$ cat src/rtl/rvh_noc_pkg.sv
// Shared NoC router types: output-port encoding, decoded flit, and the
// stage-1 switch-allocation request handed to the output-port arbiter.
package rvh_noc_pkg;

  localparam int NOC_OUTPUT_PORT_NUM = 5;
  localparam int IO_PORT_W           = $clog2(NOC_OUTPUT_PORT_NUM);
  // Wide enough for any input port of up to 16 VCs.
  localparam int SA_VC_IDX_W         = 4;

  typedef logic [IO_PORT_W-1:0] io_port_t;

  typedef struct packed {
    io_port_t look_ahead_routing;
  } flit_dec_t;

  typedef struct packed {
    logic                   v;
    io_port_t               port;
    logic [SA_VC_IDX_W-1:0] vc_idx;
  } sa_stage1_req_t;

endpackage

$ cat src/rtl/input_port_sa_vc_arbiter_one_hot_rr_arbiter.sv
// Round-robin arbiter: first requester at or after ptr_i (wrapping),
// returned as a one-hot grant plus its index.
module one_hot_rr_arbiter #(
  parameter int N     = 4,
  parameter int IDX_W = (N > 1) ? $clog2(N) : 1
) (
  input  logic [N-1:0]     req_i,
  input  logic [IDX_W-1:0] ptr_i,
  output logic [N-1:0]     gnt_o,
  output logic [IDX_W-1:0] gnt_idx_o,
  output logic             gnt_v_o
);

  // Walk offsets from farthest to nearest so the nearest requester wins.
  always_comb begin
    gnt_o     = '0;
    gnt_idx_o = '0;
    gnt_v_o   = |req_i;
    for (int i = N - 1; i >= 0; i--) begin
      if (req_i[(int'(ptr_i) + i) % N]) begin
        gnt_o                           = '0;
        gnt_o[(int'(ptr_i) + i) % N]    = 1'b1;
        gnt_idx_o                       = IDX_W'((int'(ptr_i) + i) % N);
      end
    end
  end

endmodule

$ cat src/rtl/input_port_sa_vc_arbiter.sv
// Switch-allocation stage 1: picks one VC per cycle, locks it for a whole
// packet. Define INPUT_PORT_SA_QOS_EN for qos-first selection in IDLE.
module input_port_sa_vc_arbiter
  import rvh_noc_pkg::*;
#(
  parameter int VC_NUM          = 4,
  parameter int OUTPUT_PORT_NUM = 5,
  parameter int QOS_VALUE_W     = 4,
  localparam int VC_IDX_W       = (VC_NUM > 1) ? $clog2(VC_NUM) : 1
) (
  input  logic                                clk,
  input  logic                                rst,
  input  logic [VC_NUM-1:0]                   vc_flit_v_i,
  input  flit_dec_t [VC_NUM-1:0]              vc_flit_dec_i,
  input  logic [VC_NUM-1:0]                   vc_flit_is_tail_i,
  input  logic [OUTPUT_PORT_NUM-1:0]          out_credit_avail_i,
`ifdef INPUT_PORT_SA_QOS_EN
  input  logic [VC_NUM-1:0][QOS_VALUE_W-1:0]  vc_qos_value_i,
`endif
  output logic                                sa_req_v_o,
  output io_port_t                            sa_req_port_o,
  output logic [VC_IDX_W-1:0]                 sa_req_vc_idx_o,
  input  logic                                sa_gnt_i,
  output logic [VC_NUM-1:0]                   vc_pop_o,
  output logic                                lock_v_o
);

  logic                lock_v_q, lock_v_d;
  logic [VC_IDX_W-1:0] lock_vc_q, lock_vc_d;
  logic [VC_IDX_W-1:0] rr_ptr_q, rr_ptr_d;

  logic [VC_NUM-1:0]   elig, arb_req, arb_gnt;
  logic [VC_IDX_W-1:0] arb_idx, sel_idx;
  logic                arb_v, gnt;
  sa_stage1_req_t      req;

  // Encodings beyond the last real port are treated as creditless.
  always_comb begin
    elig = '0;
    for (int v = 0; v < VC_NUM; v++) begin
      elig[v] = vc_flit_v_i[v]
             && (int'(vc_flit_dec_i[v].look_ahead_routing) < OUTPUT_PORT_NUM)
             && out_credit_avail_i[vc_flit_dec_i[v].look_ahead_routing];
    end
  end

`ifdef INPUT_PORT_SA_QOS_EN
  logic [QOS_VALUE_W-1:0] max_qos;
  always_comb begin
    max_qos = '0;
    arb_req = '0;
    for (int v = 0; v < VC_NUM; v++)
      if (elig[v] && vc_qos_value_i[v] > max_qos) max_qos = vc_qos_value_i[v];
    for (int v = 0; v < VC_NUM; v++)
      arb_req[v] = elig[v] && (vc_qos_value_i[v] == max_qos);
  end
`else
  assign arb_req = elig;
`endif

  one_hot_rr_arbiter #(.N(VC_NUM), .IDX_W(VC_IDX_W)) u_vc_rr (
    .req_i    (arb_req),
    .ptr_i    (rr_ptr_q),
    .gnt_o    (arb_gnt),
    .gnt_idx_o(arb_idx),
    .gnt_v_o  (arb_v)
  );

  // Outputs are forced quiet while reset is held, even with live inputs.
  always_comb begin
    req     = '0;
    sel_idx = lock_v_q ? lock_vc_q : arb_idx;
    if (!rst) begin
      req.v = lock_v_q ? elig[lock_vc_q] : arb_v;
      if (req.v) begin
        req.port   = vc_flit_dec_i[sel_idx].look_ahead_routing;
        req.vc_idx = SA_VC_IDX_W'(sel_idx);
      end
    end
  end

  assign gnt             = sa_gnt_i & req.v;
  assign sa_req_v_o      = req.v;
  assign sa_req_port_o   = req.port;
  assign sa_req_vc_idx_o = VC_IDX_W'(req.vc_idx);
  assign lock_v_o        = lock_v_q;

  always_comb begin
    vc_pop_o = '0;
    if (gnt) begin
      if (lock_v_q) vc_pop_o[lock_vc_q] = 1'b1;
      else          vc_pop_o            = arb_gnt;
    end
  end

  always_comb begin
    lock_v_d  = lock_v_q;
    lock_vc_d = lock_vc_q;
    rr_ptr_d  = rr_ptr_q;
    if (gnt) begin
      if (vc_flit_is_tail_i[sel_idx]) begin
        lock_v_d = 1'b0;
        rr_ptr_d = (sel_idx == VC_IDX_W'(VC_NUM - 1)) ? '0 : sel_idx + 1'b1;
      end else begin
        lock_v_d  = 1'b1;
        lock_vc_d = sel_idx;
      end
    end
  end

  always_ff @(posedge clk or posedge rst) begin
    if (rst) begin
      lock_v_q  <= 1'b0;
      lock_vc_q <= '0;
      rr_ptr_q  <= '0;
    end else begin
      lock_v_q  <= lock_v_d;
      lock_vc_q <= lock_vc_d;
      rr_ptr_q  <= rr_ptr_d;
    end
  end

  // A grant without a request is dropped; flag it in simulation.
  a_gnt_needs_req: assert property (@(posedge clk) disable iff (rst) sa_gnt_i |-> sa_req_v_o);

endmodule

$ cat config.mk
export PLATFORM = sky130hd
export DESIGN_NAME = input_port_sa_vc_arbiter
export DESIGN_NICKNAME = d
export VERILOG_FILES = /design/src/rtl/rvh_noc_pkg.sv /design/src/rtl/input_port_sa_vc_arbiter_one_hot_rr_arbiter.sv /design/src/rtl/input_port_sa_vc_arbiter.sv
export SDC_FILE = /design/constraint.sdc
export NUM_CORES = 1
export LEC_CHECK = 0
export ABC_AREA = 0
export CAP_MARGIN = 20
export CORE_MARGIN = 1.5
export CORE_UTILIZATION = 31
export CTS_CLUSTER_DIAMETER = 30
export DETAILED_ROUTE_END_ITERATION = 10
export GPL_TIMING_DRIVEN = 1
export SLEW_MARGIN = 20
export SYNTH_ARGS = -nofsm -noshare
export SYNTH_HDL_FRONTEND = slang
export SYNTH_SLANG_ARGS = --single-unit
$ cat constraint.sdc
create_clock -name clk -period 7.3 [get_ports clk]
set_input_delay 0.73 -clock clk [delete_from_list [all_inputs] [get_ports clk]]
set_output_delay 0.73 -clock clk [all_outputs]
set_load 0.01 [all_outputs]
==> qor.yml, run 1 <==
status:
  status: "completed"
clock_network:
  numClockSinks: 5
  postCtsHoldBufs: 0
  insertion_delay_ns: 0.22
  cts_setup_buffers: 0
  cts_resized: 0
  root_buffer: "clkbuf_8"
  cts-htree-levels: 1
  numCtsBuffers: 3
  tritoncts: "done"
  clk_pin_slew_ns: 0.03
  clockBufferDepth: 2
placement:
  port_buffers: 38
  dp_hpwl_um: 2900
  place_congestion: 0.897
route:
  vias: 1367
  first_pass_iters: 4
  antenna_left: 0
  routed_via_density: 5.87
  drt_iter0_drc: 104
  routedWlPerCell_um: 15.4
  drc: 0
  wl_um: 3590
global_routing:
  grt_overflow_total: 0
  grt_pass1_wl_um: 5890
  grt_usage_pct: 17.2
  grt_max_degree: 14
  grt_pass1_vias: 1312
  antenna_found_initial: 0
synth:
  synthCells: 147
  syn_area_um2: 1210
  synth_top_family_by_area: "compound AO/OA/AOI/OAI gates"
  synth_commonest_cells: "nand2_1, nor2_1, o21ai_0"
  synth_xor_area_share_pct: 0
  async_flop_share_pct: 100
  yosys_warnings: 0
  synthSimpleGateAreaFrac_pct: 27.2
  synth.mux.area_fraction_pct: 20.6
  synth_area_leaders: "dfrtp_1, mux2i_1, mux4_1, mux4_2, nand2_1"
  yosys.area.top_type: "dfrtp_1"
  ys_seq_elements: 5
  synth_compound_area_share_pct: 33.7
  dominantRegCellSynth: "dfrtp_1"
  synth-adder-area-share_pct: 4.15
  synth-seq-area-share_pct: 10.4
  netlist.area_leader.share_pct: 10.4
  synth-edff-count: 0
  yosysMostFrequentCell: "nand2_1"
  syn_area_per_cell_um2: 8.21
  ys_types: 51
  syn_nets: 179
timing:
  final_hold_viol_count: 0
  rsz0062_at_grt: "false"
  finalSetupTns_ns: 0
  worst_slew_pin_slew_ns: 0.862
  clock.fmax_ghz: 0.185
  period_needed_ns: 5.41
  min_period_over_period_pct: 74.1
  slew_headroom_pct: 42.6
  skew_ns: 0.00229
  setup_viol: 0
  timing.final.max_slew_violations: 0
cells_and_area:
  area_growth_pct: 39.3
  drive_gt1_share_pct: 10.3
  layout.nets: 218
  num_antenna_cells: 0
power_and_ir_drop:
  power.density_nw_per_um2: 273
  switching_share_pct: 47.2
  intPower_mw: 0.243
  p_switching_mw: 0.217
  comb_power_share_pct: 73.3
  seqPwrFrac_pct: 15.9
  p_leak_nw: 0.655
  total_power_mw: 0.460
  clockPowerShare_pct: 10.7
  vdd_ir_drop_max_uv: 92.8
die:
  rows: 22
  pin_count: 39
  die_y_um: 65.4
  dieArea_um2: 4280
  coreArea_um2: 3690
  dieWidth_um: 65.4
  initial_utilization_pct: 32.7
worst_setup_path:
  arrival_ns: 4.68
  cp_max_fo: 7
  cp-start-kind: "input pin"
  path_class: "in -> out"
  end_kind: "output port"
  cp.required_ns: 6.57
run:
  drv_cap: 0
hold_path:
  hp-class: "reg -> reg"
[worst paths after layout]
check	startpoint	to	slack [ns]	cells past startpoint
worst max-delay path	vc_flit_dec_i[6]	sa_req_port_o[0]	1.89	10
worst min-delay path	lock_vc_q[1]	lock_vc_q[1]	0.67	1
worst max register to register	rr_ptr_q[0]	lock_vc_q[1]	4.03	8
worst min register to register	lock_vc_q[1]	lock_vc_q[1]	0.67	1
max in group asynchronous	rst	rr_ptr_q[0]	6.36	2
min in group asynchronous	rst	lock_vc_q[0]	0.78	2
[state kept, by name (all words and copies together) (netlist names)]
name	cells
rr_ptr_q	2
lock_v_o	1
lock_vc_q	2
[layout make-up]
class                      count  area (µm²)
fill                         349        2010
multi-input combinational    129        1030
timing repair buffer          39         388
inverter                       8        30.0
sequential                     5         125
clock buffer                   4        45.0
tap                           48        60.1
[layout by cell type (no fill, tap or decap), types with 3 or more instances in the layout]
cell / instances
clkdlybuf4s50_1: 38
nand2_1: 17
nor2_1: 12
o21ai_0: 11
inv_1: 8
mux2i_1: 8
and2_1: 8
a221oi_1: 6
dfrtp_1: 5
ha_1: 4
nor3_1: 3
nor4b_1: 3
or2_2: 3
a21oi_1: 3
mux4_2: 3
o311a_1: 3
mux4_1: 3
clkbuf_8: 3
[per-stage QoR]
step | worst slack (ns) | util [%] | area [µm²] | instances | hold slack (ns)
6_report | 1.89 | 45.6 | 1680 | 233 | 0.674
5_1_grt | 1.75 | 45.6 | 1680 | 233 | 0.724
4_1_cts | 1.90 | 45.6 | 1680 | 233 | 0.673
3_5_place_dp | 1.91 | 44.4 | 1640 | 229 | 0.662
3_3_place_gp | 1.97 | 44.4 | 1640 | 229 | 0.665
2_1_floorplan | 3.21 | - | 1210 | 147 | 0.509
[critical path, stage by stage]
cell,delay [ns]
clkdlybuf4s50_1,0.58
mux2i_1,0.21
nor4b_1,0.08
or3_1,0.45
mux4_2,0.61
a2111oi_4,0.44
a2bb2oi_2,0.35
mux4_1,0.59
and2_1,0.17
clkdlybuf4s50_1,0.47
[power by group through the flow]
stage	registers [mW]	logic, mW	clock network (mW)
5_1_grt	0.0774	0.367	0.0541
2_1_floorplan	0.0504	0.253	0
3_3_place_gp	0.0739	0.327	0
3_5_place_dp	0.0731	0.334	0
6_report	0.0733	0.337	0.0494
4_1_cts	0.0732	0.334	0.0509
[routing by layer]
metal	part of all wire, %	track usage (%)
met1	45	23.0
met2	49	30.1
met3	5.3	1.71
met4	0.98	3.39
met5	0	0
[cell families after synthesis]
kind of cell    Yosys count
mux                      16
compound gates           49
buf+inv                  13
simple gates             60
flops                     5
fa+ha+maj                 4
(Power assumes the default switching activity.)
==> run 2: changes to the inputs <==
==> constraint.sdc (replaced) <==
create_clock -name clk -period 4.9 [get_ports clk]
set_input_delay 0.49 -clock clk [delete_from_list [all_inputs] [get_ports clk]]
set_output_delay 0.49 -clock clk [all_outputs]
set_load 0.01 [all_outputs]
==> qor.yml, run 2 (same netlist as run 1, synthesis figures left out) <==
global_routing:
  grt_max_degree: 13  # -1
  grt_usage_pct: 17.6  # +0.37 points
  grt_pass1_wl_um: 6020  # +2.2%
  grt_overflow_total: 0  # unchanged
  antenna_found_initial: 0  # unchanged
  grt_pass1_vias: 1344  # +2.4%
die:
  rows: 22  # unchanged
  pin_count: 39  # unchanged
  die_y_um: 65.4  # unchanged
  dieWidth_um: 65.4  # unchanged
  dieArea_um2: 4280  # unchanged
  initial_utilization_pct: 32.7  # unchanged
  coreArea_um2: 3690  # unchanged
timing:
  min_period_over_period_pct: 96.5
  timing.final.max_slew_violations: 0  # unchanged
  final_hold_viol_count: 0  # unchanged
  rsz0062_at_grt: "false"
  worst_slew_pin_slew_ns: 0.825  # -0.0368 ns
  slew_headroom_pct: 44.9  # +2.3 points
  clock.fmax_ghz: 0.212
  period_needed_ns: 4.73
  skew_ns: 0.00250  # +0.000209 ns
  setup_viol: 0  # unchanged
  hold_slack_ns: 0.517  # -0.157 ns
  finalSetupTns_ns: 0  # unchanged
worst_setup_path:
  cp-start-kind: "input pin"
  end_kind: "output port"
  cp.required_ns: 4.41  # -2.16 ns
  cp_max_fo: 5  # -2
  arrival_ns: 4.24  # -0.44 ns
  path_class: "in -> out"
  critPathMostFrequentCell: "clkdlybuf4s50_1"
  cpPeakStageDelay_ns: 0.55  # -0.06 ns
  cp_slowest_cell: "clkdlybuf4s50_1"
  critical_path_buf_inv_count: 2  # unchanged
  path_cells: "clkdlybuf4s50_1 -> mux2_1 -> a22oi_2 -> nand2_1 -> mux4_2 -> a2111oi_4 -> a2bb2oi_4 -> mux4_1 -> and2_1 -> clkdlybuf4s50_1"
  crit_family: "multiplexers"
cells_and_area:
  num_antenna_cells: 0  # unchanged
  area_growth_pct: 45.2
  stdcell_area_um2: 1750  # +4.2%
  fill_cells: 384  # +10%
  layout.nets: 226  # +3.7%
  drive_gt1_share_pct: 14.0  # +3.7 points
  final_util_pct: 47.5  # +1.9 points
  most-common-layout-cells: "clkdlybuf4s50_1, nand2_1, nor2_1"
  finalNonFillerCells: 241  # +3.4%
  layout_commonest_cell: "clkdlybuf4s50_1"
clock_network:
  cts_setup_buffers: 0  # unchanged
  postCtsHoldBufs: 0  # unchanged
  cts-htree-levels: 1  # unchanged
  clockBufferDepth: 2  # unchanged
  root_buffer: "clkbuf_8"
  tritoncts: "done"
  insertion_delay_ns: 0.22  # about the same
  numCtsBuffers: 3  # unchanged
  clk_pin_slew_ns: 0.04  # about the same
  numClockSinks: 5  # unchanged
  cts_resized: 0  # unchanged
placement:
  port_buffers: 38  # unchanged
  dp.cells: 237  # +3.5%
  dpl-instance-area_um2: 1700  # +3.7%
  place_congestion: 0.959  # +7.0%
  dp_hpwl_um: 2980  # +3.0%
route:
  routed_via_density: 5.80  # -1.2%
  drt_iter0_drc: 92  # -12%
  routedWlPerCell_um: 15.5  # +0.67%
  vias: 1397  # +2.2%
  antenna_left: 0  # unchanged
  drc: 0  # unchanged
  first_pass_iters: 4  # unchanged
  wl_um: 3740  # +4.1%
run:
  drv_cap: 0  # unchanged
power_and_ir_drop:
  p_leak_nw: 0.697  # +6.5%
  vdd_ir_drop_max_uv: 139  # +49%
  power.density_nw_per_um2: 417  # +53%
status:
  status: "completed"
hold_path:
  hp-class: "in -> async"
[run 2: worst paths after layout]
check,slack (ns),cells after the start,endpoint,from
max,0.17,10,sa_req_port_o[0],vc_flit_dec_i[0]
min,0.52,2,lock_v_o,rst
max reg2reg,1.75,8,lock_vc_q[1],rr_ptr_q[1]
min reg2reg,0.68,2,lock_vc_q[0],lock_vc_q[0]
max in group asynchronous,4.22,2,lock_vc_q[0],rst
min in group clk,0.68,2,lock_vc_q[0],lock_vc_q[0]
[run 2: layer usage]
metal	part of all wire [%]	up-vias	track usage, %
li1	-	681	-
met1	46	667	22.7
met4	1.2	0	4.69
met3	3.9	4	1.20
met5	0	-	0
met2	49	45	31.5
[run 2: cell type report]
| class | count | area (µm²) | area share (%) |
|---|---|---|---|
| well taps | 48 | 60.1 | 3.43 |
| inverters | 8 | 30.0 | 1.71 |
| flip-flops and latches | 5 | 125 | 7.14 |
| clock buffers | 4 | 45.0 | 2.57 |
| multi-input cells | 129 | 1040 | 59.6 |
| repair buffers | 47 | 448 | 25.6 |
[run 2: metrics by stage]
step	power, mW	setup slack (ns)
floorplan	0.452	1.29
global route	0.789	0.0127
global placement	0.624	0.173
detailed placement	0.633	0.136
finish	0.731	0.173
CTS	0.714	0.125
[run 2: report_power, final]
part / total, mW / leakage, nW / switching, mW / internal [mW]
Combinational: 0.553 / 0.619 / 0.273 / 0.280
Sequential: 0.102 / 0.0550 / 0.0438 / 0.0578
Clock: 0.0768 / 0.0228 / 0.0209 / 0.0559
==> run 3: changes to the inputs <==
--- a/config.mk
+++ b/config.mk
@@ -12,6 +12,7 @@
 export CTS_CLUSTER_DIAMETER = 30
 export DETAILED_ROUTE_END_ITERATION = 10
 export GPL_TIMING_DRIVEN = 1
+export SETUP_SLACK_MARGIN = 0.02
 export SLEW_MARGIN = 20
 export SYNTH_ARGS = -nofsm -noshare
 export SYNTH_HDL_FRONTEND = slang
==> qor.yml, run 3 (same netlist as run 1, synthesis figures left out) <==
status:
  status: "completed"
global_routing:
  grt_pass1_vias: 1344  # unchanged
  antenna_found_initial: 0  # unchanged
  grt_max_degree: 13  # unchanged
  grt_overflow_total: 0  # unchanged
  grt_usage_pct: 17.6  # unchanged
  grt_pass1_wl_um: 6020  # unchanged
power_and_ir_drop:
  clockPowerShare_pct: 10.5  # about the same
  total_power_mw: 0.731  # about the same
  intPower_mw: 0.393  # -0.26%
  seqPwrFrac_pct: 13.9  # about the same
  vdd_ir_drop_max_uv: 139  # about the same
  p_leak_nw: 0.709  # +1.7%
  switching_share_pct: 46.3  # +0.15 points
  power.density_nw_per_um2: 414  # -0.84%
  p_switching_mw: 0.339  # +0.33%
  comb_power_share_pct: 75.6  # about the same
worst_setup_path:
  path_class: "in -> out"
  crit_start: "vc_flit_dec_i[0]"
  r2r_start: "rr_ptr_q[1]"
  arrival_ns: 4.17  # -0.07 ns
  cp_max_fo: 5  # unchanged
  r2r-end: "lock_vc_q[1]"
  ff2ff_path_depth: 8  # unchanged
  r2r_setup_slack_ns: 1.75  # about the same
  cp-start-kind: "input pin"
  end_kind: "output port"
  cp.required_ns: 4.41  # about the same
route:
  routed_via_density: 5.89  # +1.6%
  antenna_left: 0  # unchanged
  drc: 0  # unchanged
  vias: 1419  # +1.6%
  drt_iter0_drc: 127  # +38%
  first_pass_iters: 4  # unchanged
  routedWlPerCell_um: 15.6  # +0.86%
  wl_um: 3770  # +0.86%
timing:
  worst_slew_pin_slew_ns: 0.830  # +0.00548 ns
  final_hold_viol_count: 0  # unchanged
  finalSetupTns_ns: 0  # unchanged
  setup_viol: 0  # unchanged
  timing.final.max_slew_violations: 0  # unchanged
  min_period_over_period_pct: 95.0  # -1.4 points
  rsz0062_at_grt: "false"
  hold_slack_ns: 0.517  # +0.0000580 ns
  period_needed_ns: 4.66  # -0.0703 ns
  skew_ns: 0.00234  # -0.000158 ns
  clock.fmax_ghz: 0.215  # +1.5%
  slew_headroom_pct: 44.5  # -0.37 points
cells_and_area:
  layout_commonest_cell: "clkdlybuf4s50_1"
  area_growth_pct: 46.4
  most-common-layout-cells: "clkdlybuf4s50_1, nand2_1, nor2_1"
  num_antenna_cells: 0  # unchanged
  drive_gt1_share_pct: 15.0  # +1.0 points
  layout.nets: 226  # unchanged
  final_util_pct: 47.9  # +0.41 points
clock_network:
  cts-htree-levels: 1  # unchanged
  cts_resized: 0  # unchanged
  clockBufferDepth: 2  # unchanged
  insertion_delay_ns: 0.22  # about the same
  numCtsBuffers: 3  # unchanged
  root_buffer: "clkbuf_8"
  numClockSinks: 5  # unchanged
  postCtsHoldBufs: 0  # unchanged
  clk_pin_slew_ns: 0.04  # about the same
  cts_setup_buffers: 0  # unchanged
  tritoncts: "done"
die:
  initial_utilization_pct: 32.7  # unchanged
  dieArea_um2: 4280  # unchanged
  dieWidth_um: 65.4  # unchanged
  rows: 22  # unchanged
  pin_count: 39  # unchanged
  die_y_um: 65.4  # unchanged
  coreArea_um2: 3690  # unchanged
placement:
  place_congestion: 0.959  # unchanged
  port_buffers: 38  # unchanged
  dp_hpwl_um: 2980  # unchanged
hold_path:
  hp-class: "in -> async"
run:
  drv_cap: 0  # unchanged
==> run 3: cell count changes in the layout (fill, tap and decap cells not counted), sizes merged <==
cell	change
clkdlybuf4s50	-1
dlymetal6s2s	+1
==> run 3: how the worst max path moves through the flow <==
stage	endpoint	slack [ns]	cells past startpoint
4_1_cts	sa_req_port_o[0]	0.12	10
3_5_place_dp	sa_req_port_o[0]	0.14	10
5_1_grt	sa_req_port_o[2]	0.1	10
6_report	sa_req_port_o[0]	0.24	10
3_3_place_gp	sa_req_port_o[0]	0.17	10
2_1_floorplan	sa_req_port_o[0]	1.29	8
==> run 3: area by class of cell <==
type | instances | area [µm²]
well taps | 48 | 60.1
multi-input cells | 129 | 1060
inverters | 8 | 30.0
clock buffers | 4 | 45.0
flip-flops and latches | 5 | 125
fillers | 383 | 1920
repair buffers | 47 | 450
==> run 3: critical path, stage by stage <==
cell and delay (ns):
clkdlybuf4s50_1 0.55, mux2_1 0.35, a22oi_2 0.24, nand2_1 0.13
mux4_2 0.54, a2111oi_4 0.40, a2bb2oi_4 0.25, mux4_1 0.55
and2_1 0.18, clkdlybuf4s50_1 0.48
==> run 3: per-layer routing <==
| layer | global-route usage, % | vias up | part of all wire (%) |
|---|---|---|---|
| li1 | - | 682 | - |
| met1 | 22.7 | 688 | 46 |
| met2 | 31.5 | 45 | 50 |
| met3 | 1.20 | 4 | 3.3 |
| met4 | 4.69 | 0 | 1.2 |
| met5 | 0 | - | 0 |
==> run 3: power groups by stage <==
stage | combinational (mW) | clock [mW] | sequential, mW
finish | 0.553 | 0.0769 | 0.101
global route | 0.599 | 0.0838 | 0.106
CTS | 0.535 | 0.0786 | 0.100
detailed placement | 0.533 | 0 | 0.0999
global placement | 0.524 | 0 | 0.0993
floorplan | 0.377 | 0 | 0.0751
==> run 3: stage by stage <==
step | instances | worst slack (ns) | instance area [µm²]
final | 241 | 0.243 | 1770
after global routing | 241 | 0.0999 | 1770
after floorplan | 147 | 1.29 | 1210
after detailed placement | 237 | 0.136 | 1700
after CTS | 241 | 0.125 | 1740
after global placement | 237 | 0.173 | 1700
